## src/rtl/segment_led_pkg.sv

```systemverilog
// Shared types and helpers for the segment display scheduler.
package segment_led_pkg;

  localparam int unsigned SEG_DATA_W = 8;

  typedef enum logic [1:0] {
    IDLE = 2'd0,
    SHOW = 2'd1,
    GAP  = 2'd2
  } sched_state_t;

  // Index width for n entries, never narrower than one bit.
  function automatic int unsigned idx_w(input int unsigned n);
    return (n > 1) ? $clog2(n) : 1;
  endfunction

endpackage

```

## src/rtl/segment_led_rr_arb.sv

```systemverilog
// Combinational round-robin pick: first valid index strictly after last_idx,
// with last_idx itself considered only as the final candidate.
module segment_led_rr_arb
  import segment_led_pkg::*;
#(
  parameter int unsigned N_SRC = 4,
  parameter int unsigned IDX_W = idx_w(N_SRC)
) (
  input  logic [N_SRC-1:0] valid,
  input  logic [IDX_W-1:0] last_idx,
  output logic             any_valid_c,
  output logic             other_valid_c,
  output logic [IDX_W-1:0] next_idx_c
);

  logic             found;
  logic [IDX_W-1:0] cand;

  always_comb begin
    next_idx_c = last_idx;
    found      = 1'b0;
    cand       = last_idx;
    for (int unsigned k = 1; k <= N_SRC; k++) begin
      cand = IDX_W'((32'(last_idx) + k) % N_SRC);
      if (!found && valid[cand]) begin
        next_idx_c = cand;
        found      = 1'b1;
      end
    end
  end

  assign any_valid_c   = |valid;
  assign other_valid_c = |(valid & ~(N_SRC'(1) << last_idx));

endmodule

```

## src/rtl/segment_led_sched.sv

```systemverilog
// Round-robin time-sharing of the segment display with dwell and blanking gap.
module segment_led_sched
  import segment_led_pkg::*;
#(
  parameter int unsigned N_SRC       = 4,
  parameter int unsigned TICK_DIV    = 50000,
  parameter int unsigned DWELL_TICKS = 1000,
  parameter int unsigned BLANK_TICKS = 100
) (
  input  logic                          clk_in,
  input  logic                          rst_in,
  input  logic [N_SRC-1:0]              src_valid_in,
  input  logic [N_SRC*SEG_DATA_W-1:0]   src_data_in,
  output logic [N_SRC-1:0]              grant_out,
  output logic [idx_w(N_SRC)-1:0]       active_src_out,
  output logic [SEG_DATA_W-1:0]         count_out,
  output logic                          blank_out
);

  localparam int unsigned IDX_W    = idx_w(N_SRC);
  localparam int unsigned PRE_W    = idx_w(TICK_DIV);
  localparam int unsigned TCNT_MAX = (DWELL_TICKS > BLANK_TICKS) ? DWELL_TICKS : BLANK_TICKS;
  localparam int unsigned TCNT_W   = idx_w(TCNT_MAX + 1);

  sched_state_t          state_q, state_d;
  logic [PRE_W-1:0]      presc_q;
  logic [TCNT_W-1:0]     tcnt_q;
  logic                  tick, dwell_done, gap_done, owner_valid;
  logic                  load_show_c, restart_c;
  logic                  any_valid_c, other_valid_c;
  logic [IDX_W-1:0]      pick_c;
  logic [SEG_DATA_W-1:0] data_arr [N_SRC];

  logic [N_SRC-1:0]      grant_d;
  logic [IDX_W-1:0]      active_d;
  logic [SEG_DATA_W-1:0] count_d;
  logic                  blank_d;

  for (genvar g = 0; g < N_SRC; g++) begin : g_data
    assign data_arr[g] = src_data_in[SEG_DATA_W*g +: SEG_DATA_W];
  end

  segment_led_rr_arb #(.N_SRC(N_SRC), .IDX_W(IDX_W)) u_arb (
    .valid         (src_valid_in),
    .last_idx      (active_src_out),
    .any_valid_c   (any_valid_c),
    .other_valid_c (other_valid_c),
    .next_idx_c    (pick_c)
  );

  assign tick        = (presc_q == PRE_W'(TICK_DIV - 1));
  assign dwell_done  = tick && (tcnt_q == TCNT_W'(DWELL_TICKS - 1));
  assign gap_done    = (BLANK_TICKS > 0) && tick && (tcnt_q == TCNT_W'(BLANK_TICKS - 1));
  assign owner_valid = src_valid_in[active_src_out];

  // State register.
  always_ff @(posedge clk_in) begin
    if (rst_in) state_q <= IDLE;
    else        state_q <= state_d;
  end

  // Next state; a drop of the owner is handled exactly like dwell expiry.
  always_comb begin
    state_d     = state_q;
    load_show_c = 1'b0;
    restart_c   = 1'b0;
    case (state_q)
      IDLE: begin
        restart_c = 1'b1;
        if (any_valid_c) begin
          state_d     = SHOW;
          load_show_c = 1'b1;
        end
      end
      SHOW: begin
        if (!owner_valid || dwell_done) begin
          restart_c = 1'b1;
          if (other_valid_c) begin
            if (BLANK_TICKS == 0) load_show_c = 1'b1;
            else                  state_d     = GAP;
          end else if (!owner_valid) begin
            state_d = (BLANK_TICKS == 0) ? IDLE : GAP;
          end
        end
      end
      GAP: begin
        if (gap_done) begin
          restart_c   = 1'b1;
          state_d     = any_valid_c ? SHOW : IDLE;
          load_show_c = any_valid_c;
        end
      end
      default: state_d = IDLE;
    endcase
  end

  // Next values of the registered outputs.
  always_comb begin
    grant_d  = grant_out;
    active_d = active_src_out;
    count_d  = count_out;
    blank_d  = blank_out;
    if (load_show_c) begin
      grant_d  = N_SRC'(1) << pick_c;
      active_d = pick_c;
      count_d  = data_arr[pick_c];
      blank_d  = 1'b0;
    end else begin
      case (state_d)
        SHOW: begin
          count_d = data_arr[active_src_out];
          blank_d = 1'b0;
        end
        GAP: begin
          grant_d = '0;
          blank_d = 1'b1;
        end
        default: begin
          grant_d = '0;
          count_d = '0;
          blank_d = 1'b1;
        end
      endcase
    end
  end

  // Output registers and phase timers; timers restart on every transition.
  always_ff @(posedge clk_in) begin
    if (rst_in) begin
      grant_out      <= '0;
      active_src_out <= IDX_W'(N_SRC - 1);
      count_out      <= '0;
      blank_out      <= 1'b1;
      presc_q        <= '0;
      tcnt_q         <= '0;
    end else begin
      grant_out      <= grant_d;
      active_src_out <= active_d;
      count_out      <= count_d;
      blank_out      <= blank_d;
      if (restart_c) begin
        presc_q <= '0;
        tcnt_q  <= '0;
      end else if (tick) begin
        presc_q <= '0;
        tcnt_q  <= tcnt_q + TCNT_W'(1);
      end else begin
        presc_q <= presc_q + PRE_W'(1);
      end
    end
  end

endmodule

```

## config.mk

```make
export PLATFORM = sky130hd
export DESIGN_NAME = segment_led_sched
export DESIGN_NICKNAME = d
export VERILOG_FILES = /design/src/rtl/segment_led_pkg.sv /design/src/rtl/segment_led_rr_arb.sv /design/src/rtl/segment_led_sched.sv
export SDC_FILE = /design/constraint.sdc
export NUM_CORES = 1
export LEC_CHECK = 0
export ABC_AREA = 1
export BUFFER_PORTS_ARGS = -buffer_cell sky130_fd_sc_hd__buf_2
export CORE_MARGIN = 2
export CORE_UTILIZATION = 51
export CTS_BUF_LIST = sky130_fd_sc_hd__clkbuf_16
export DETAILED_ROUTE_END_ITERATION = 10
export PLACE_DENSITY = 0.77
export SYNTH_ARGS = -nofsm -noshare
export SYNTH_HDL_FRONTEND = slang
export SYNTH_HIERARCHICAL = 1
export SYNTH_SLANG_ARGS = --single-unit
```

## constraint.sdc

```tcl
create_clock -name clk_in -period 2.6 [get_ports clk_in]
set_input_delay 0.13 -clock clk_in [delete_from_list [all_inputs] [get_ports clk_in]]
set_output_delay 0.13 -clock clk_in [all_outputs]
set_load 0.02 [all_outputs]
```

Yosys cells after proc, flatten, opt, wreduce, memory -nomap -nowiden
Index checks and enable logic that the tools add are counted.
{"block": "op_classes", "n_bitwise": 4, "reduce_logical": 15, "n_eq_ne": 9, "mux": 42, "add_sub_neg": 6, "order_cmp": 7, "shift": 2}
{"op": "8-bit two-way mux", "n": 5}
{"op": "8-bit binary-select mux with 2-bit select", "n": 2}
{"op": "2-bit two-way mux", "n": 9}
{"op": "16-bit by 1-bit adder with 16-bit output (second input constant)", "n": 1}
{"op": "16-bit == test (second input constant)", "n": 1}
{"op": "8-bit case mux with 2 select lines", "n": 1}
{"op": "2-bit by 3-bit less-than comparator with 1-bit output (second input constant)", "n": 5}
{"op": "1-bit two-way mux", "n": 15}
{"op": "10-bit by 1-bit adder with 10-bit output (second input constant)", "n": 1}
{"op": "1-bit binary-select mux with 2-bit select", "n": 5}
{"op": "10-bit == test (second input constant)", "n": 1}
{"op": "10-bit by 7-bit == test with 1-bit output (second input constant)", "n": 1}
{"op": "4-bit two-way mux", "n": 2}
{"op": "4-bit OR reduction", "n": 2}
{"op": "1-bit by 2-bit left shift with 4-bit output (first input constant)", "n": 2}
{"op": "3-bit greater-or-equal comparator (second input constant)", "n": 2}
{"op": "2-bit inverter with 3-bit output", "n": 2}
{"op": "2-bit case mux with 3 select lines", "n": 1}
{"op": "1-bit logical AND", "n": 5}
{"op": "2-bit by 1-bit adder with 2-bit output (second input constant)", "n": 2}
{"op": "2-bit adder (second input constant)", "n": 2}
{"op": "4-bit bitwise AND", "n": 1}
{"op": "2-bit by 1-bit == test with 1-bit output (second input constant)", "n": 2}
{"op": "2-bit == test (second input constant)", "n": 2}
{"op": "other kinds (9)", "n": 13}
{"block": "word_totals", "input_bits": 38, "regBits": 43, "elab_cells": 92, "out_inout_bits": 15}

Longest topological paths before layout
{"block": "depth", "depth_word": 18, "depth_mapped": 20, "mapped_depth_nobuf": 18}

Cells and area by module
The synthesis kept the hierarchy.
{"module": "segment_led_sched", "n_inst": 1, "cells_per_inst": 410, "seq_area_each_um2": 860.8, "area_per_inst_um2": 2700.1}
{"module": "segment_led_rr_arb", "n_inst": 1, "cells_per_inst": 54, "seq_area_each_um2": 0.0, "area_per_inst_um2": 305.3}

Worst setup path before layout
Ideal clock, no wire load.
{"block": "synth_path", "path_type": "flip-flop to flip-flop", "start": "register active_src_out[0]", "end": "register count_out[0]", "path_buffers": 2, "period_less_slack_ps": 2674, "required_time_ps": 2468, "setup_time_ps": 132, "path_stages_with_launch": 21, "slack_ps": -74, "arrival_ps": 2542, "cell_sequence": "dfxtp_1 -> buf_6 -> inv_6 -> ha_1 -> inv_1 -> nand3_2 -> nand2_2 -> nor2_1 -> nor2_2 -> nand2_1 -> nand2_1 -> inv_1 -> clkbuf_1 -> nand2_1 -> clkinv_1 -> a22oi_1 -> o21ai_0 -> nand3_1 -> nand2_1 -> inv_1 -> a21oi_1"}
{"block": "synth_via", "elab_chain_len": 18, "word_cells_on_any_way": 50, "cone_classes": "add/sub: 4; eq/ne: 3; shift: 1; mux: 29; bitwise: 4; reduce/logical: 9"}
{"element": "start: declaration", "line": "segment_led_sched.sv:15", "text": "output logic [idx_w(N_SRC)-1:0] active_src_out,"}
{"element": "start signal: assignment", "line": "segment_led_sched.sv:131", "text": "active_src_out <= IDX_W'(N_SRC - 1);"}
{"element": "start signal: assignment", "line": "segment_led_sched.sv:138", "text": "active_src_out <= active_d;"}
{"element": "2-bit by 1-bit adder with 2-bit output", "line": "segment_led_rr_arb.sv:24", "text": "cand = IDX_W'((32'(last_idx) + k) % N_SRC);"}
{"element": "1-bit binary-select mux with 2-bit select", "line": "segment_led_rr_arb.sv:25", "text": "if (!found && valid[cand]) begin"}
{"element": "1-bit two-way mux (implied by the code)", "line": "segment_led_rr_arb.sv:25"}
{"element": "1-bit two-way mux", "line": "segment_led_rr_arb.sv:25"}
{"element": "1-bit zero test", "line": "segment_led_rr_arb.sv:25"}
{"element": "1-bit logical AND", "line": "segment_led_rr_arb.sv:25"}
{"element": "1-bit two-way mux", "line": "segment_led_rr_arb.sv:25"}
{"element": "1-bit zero test", "line": "segment_led_rr_arb.sv:25"}
{"element": "[... 2 more ...]"}
{"element": "1-bit zero test", "line": "segment_led_rr_arb.sv:25"}
{"element": "1-bit logical AND", "line": "segment_led_rr_arb.sv:25"}
{"element": "2-bit two-way mux (*)", "line": "segment_led_rr_arb.sv:25"}
{"element": "named net pick_c[1]", "line": "segment_led_sched.sv:31", "text": "logic [IDX_W-1:0] pick_c;"}
{"element": "2-bit inverter with 3-bit output (implied by the code) (*)", "line": "segment_led_sched.sv:106", "text": "count_d = data_arr[pick_c];"}
{"element": "8-bit binary-select mux with 2-bit select (*)", "line": "segment_led_sched.sv:106"}
{"element": "8-bit two-way mux (implied by the code) (*) (2 in a row)", "line": "segment_led_sched.sv:106"}
{"element": "8-bit two-way mux (*)", "line": "segment_led_sched.sv:103", "text": "if (load_show_c) begin"}
{"element": "end signal: assignment", "line": "segment_led_sched.sv:139", "text": "count_out <= count_d;"}
{"element": "end: declaration", "line": "segment_led_sched.sv:16", "text": "output logic [SEG_DATA_W-1:0] count_out,"}
The timed path passes the listed nets; every way through them passes the cells marked *. The select of a mux whose other input is x is not followed.
A chain may end at the register's enable or synchronous reset.

Final worst setup path
{"block": "layout_path", "start": "register active_src_out[1]", "end": "register count_out[7]"}
Same word-level chain as after synthesis.

==> results.md <==
- CTS sink cnt: 43
- Crit-path max FO: 5
- Mux cell area share after synthesis: 0%
- Measured slew at the worst slew-check pin: 0.738 ns
- Fin Setup TNS: 0 ns
- DRC Markers: 0
- Placement Cell Area: between 0.003 and 0.004 sq mm
- Post-Syn Area: between 0.003 and 0.004 sq mm
- Synth Area in Simple Gates: 38.1%
- Vias in the first global route: 2858
- Max IR drop VDD: 0.815 mV
- Fin crit period: 2.38 ns
- Worst reg2reg path endpoint: count_out[7]
- Worst Setup EP: count_out[7]
- Worst R2R Setup Slack: 0.22 ns
- Fmax: 421 MHz
- Static leakage: 1.46 nW
- Clk pin slew, worst setup/hold paths: ~0.06 ns
- Largest family of logic cells by synthesized area: simple AND/OR/NAND/NOR gates
- Fill count: 547
- Hold Violations, Final: 0
- Status: completed
- Worst path cell trace: inv_1, ha_4, inv_2, nand3_2, nand2_2, inv_2, nand3_2, nand2_1, nand2_2, inv_1, nand2_2, clkinvlp_4, buf_4, a22oi_1, o21ai_0, nand3_1, nand2_1, inv_1, a21oi_1
- Crit path arrival time: 2.54 ns
- RSZ-0062 raised after global routing: no
- Sequential-to-total area share from yosys stat: 28.6%
- Final instance area: approximately 0.0035 sq mm
- Largest net degree at the start of global routing: 27
- Adder-cell share of the synthesized area: ~2.5%
- DIE AREA: 0.00652 sq mm
- Pwr Density: 1060 mW/mm^2
- Clock Latency Late Sink: approximately 0.28 ns
- # H-tree levels: 2
- Skew final: 0.00241 ns
- Clk network pwr share: 15.8%
- Worst Setup Start Kind: register
- # diodes: 0
- Post-Syn Instances: 464
- First-pass GRT wire length: ~12 mm
- Yosys warnings: 6
- Xor and xnor area share after synthesis: 2.91%
- Worst rel slew slack: 50.6%
- Total Power: 0.00372 W
- CTS Buf Count: 5
- Chip Width: 80.8 um
- Area growth syn-to-layout: 17.2%
- CP Capture Type: register
- Vias per cell: 5.42
- Distinct cells, synth: 40
- Internal: 0.00193 W
- Final setup margin: 0.223 ns
- Hold buffer count at CTS: 0
- Core Region: 0.00561 sq mm
- Drt pass-1 iters: 4
- Nets: 563
- Dominant cells by area after synthesis: dfxtp_1, nand2_1, nor2_1, a21oi_1, inv_1
- Root Buffer: clkbuf_16
- CP Data Required Time: 2.76 ns
- Wirelength per Cell: 12.4 um
- Placement row count: 27
- # port buffers: 52
- CTS tree: done
- Critical path type: register to register
- 1st-iter DRT viols: between 150 and 200
- CP max stage delay: 0.31 ns
- Most common cell after layout, fill and taps aside: nand2_1
- Final slew viol count: 0
- Reg-to-reg startpoint: active_src_out[1]
- Final setup vio count: 0
- Fraction of layout instances using a drive strength above 1: between 20% and 30%
- Vias: 3210
- Share of the synthesized area in the top cell type: ~29%
- Hold Path Class: primary input to register
- Gp weighted congestion: about 0.93
- Number of synthesized register bits: 43
- Maximum Capacitance Violations: 0
- Syn Nets: roughly 510
- Mean Syn Cell Area: 6.48 sq um
- Final period util: between 90% and 100%
- Initial Util: 53.6%
- Synth area leader: dfxtp_1
- Comb pwr share: 62.3%
- Dpl hpwl: 5.46 mm
- Worst path slowest cell: dfxtp_2
- Critical Path Start: active_src_out[1]
- WL final: 7.36 mm
- GRT Total Usage: 23.3%
- Initial antenna violation count: 0
- Sequential share of power: 22.0%
- DIE HEIGHT: 80.8 um
- Clk buf depth: 2
- I/O Pins: 53
- Post-route ant nets: 0
- Post-synthesis compound-gate area fraction: 17.1%
- GRT overflow: 0
- Switching Share: 48.2%
- Commonest non-fill, non-tap cells in the layout: nand2_1, nor2_1, inv_1
- Pre-CTS worst setup slack: 0.118 ns
- Switching pwr: 0.00179 W
- Path depth of the worst reg2reg path: 19
==> layout make-up <==
type / count / area [sq um] / area share [%]
clock buffers: 5 / 125 / 3.55
clock inverters: 3 / 12.5 / 0.355
inverters: 62 / 249 / 7.07
multi-input cells: 346 / 1860 / 52.7
flip-flops and latches: 43 / 863 / 24.5
well taps: 72 / 90.1 / 2.56
repair buffers: 59 / 313 / 8.88
repair inverters: 2 / 12.5 / 0.355
==> power by group through the flow <==
stage	clock network, W	logic, W	registers [W]
final	0.000587	0.00232	0.000819
after global placement	0	0.00197	0.000833
after global routing	0.000629	0.00260	0.000829
after floorplan	0	0.00150	0.000929
after CTS	0.000605	0.00203	0.000820
after detailed placement	0	0.00202	0.000833
==> critical path, delay by kind of cell (launching register included) <==
family                     cells  cell delay (ns)
AOI/OAI and AO/OA              3             0.29
adders and majority gates      1             0.24
buffers and inverters          7             0.71
DFF                            1             0.31
and+or+nand+nor                8             0.69
==> worst min path at each step <==
stage	startpoint	endpoint	slack, ns	cells past startpoint
CTS	rst_in	count_out[7]	0.20	2
global route	rst_in	count_out[2]	0.23	2
detailed placement	presc_q[0]	presc_q[0]	0.44	1
floorplan	rst_in	grant_out[0]	0.20	1
finish	rst_in	grant_out[1]	0.21	2
global placement	presc_q[0]	presc_q[0]	0.43	1
==> synth_stat cells <==
library cell,instances
nor2_1,55
nor4_1,1
buf_2,1
nor2_8,1
dfxtp_1,43
ha_1,6
xnor2_1,2
inv_2,3
a22oi_1,8
inv_4,1
nand2_1,88
a21oi_2,1
nand4_2,1
o211ai_1,3
clkinv_2,1
nand4_1,30
clkbuf_1,7
a211oi_2,1
nand3_1,31
inv_6,1
nand3_2,5
nor3b_1,1
buf_6,3
buf_4,2
o21ai_2,1
o22ai_1,1
o21ai_0,36
nor3_1,5
nand2_2,9
nor3b_2,1
clkinv_1,2
nor2_2,3
nand3_4,1
inv_1,54
a21oi_1,41
nor2_4,2
o21ai_1,2
or2_2,1
nand2_4,1
xor2_1,8
==> stage by stage <==
step                cells  util [%]  hold WS, ns
floorplan             464         -        0.199
global placement      579      59.0        0.428
detailed placement    579      59.0        0.439
CTS                   587      61.4        0.200
global route          592      62.8        0.230
finish                592      62.8        0.212
==> flip-flops by register name, indices dropped and copies added (netlist names) <==
register,count
count_out,8
presc_q,16
tcnt_q,10
state_q,2
blank_out,1
grant_out,4
active_src_out,2
==> kinds of logic after synthesis <==
kind of cell | after synthesis
AND/OR/NAND/NOR | 236
XOR/XNOR | 10
adder cells (fa/ha/maj) | 6
buffers and inverters | 75
AO/OA/AOI/OAI | 94
flip-flops | 43
==> metal layers <==
metal	global-route usage, %	share of wire [%]	up-vias
li1	-	-	1667
met1	31.1	46	1445
met2	38.8	47	90
met3	3.67	5.1	8
met4	6.95	1.2	0
met5	0	0	-
==> repair_timing <==
item | in CTS | in global routing
buffers inserted | 0 | 3
setup endpoints to repair | 0 | 8
resized for setup | 0 | 14
(Power assumes the default switching activity.)
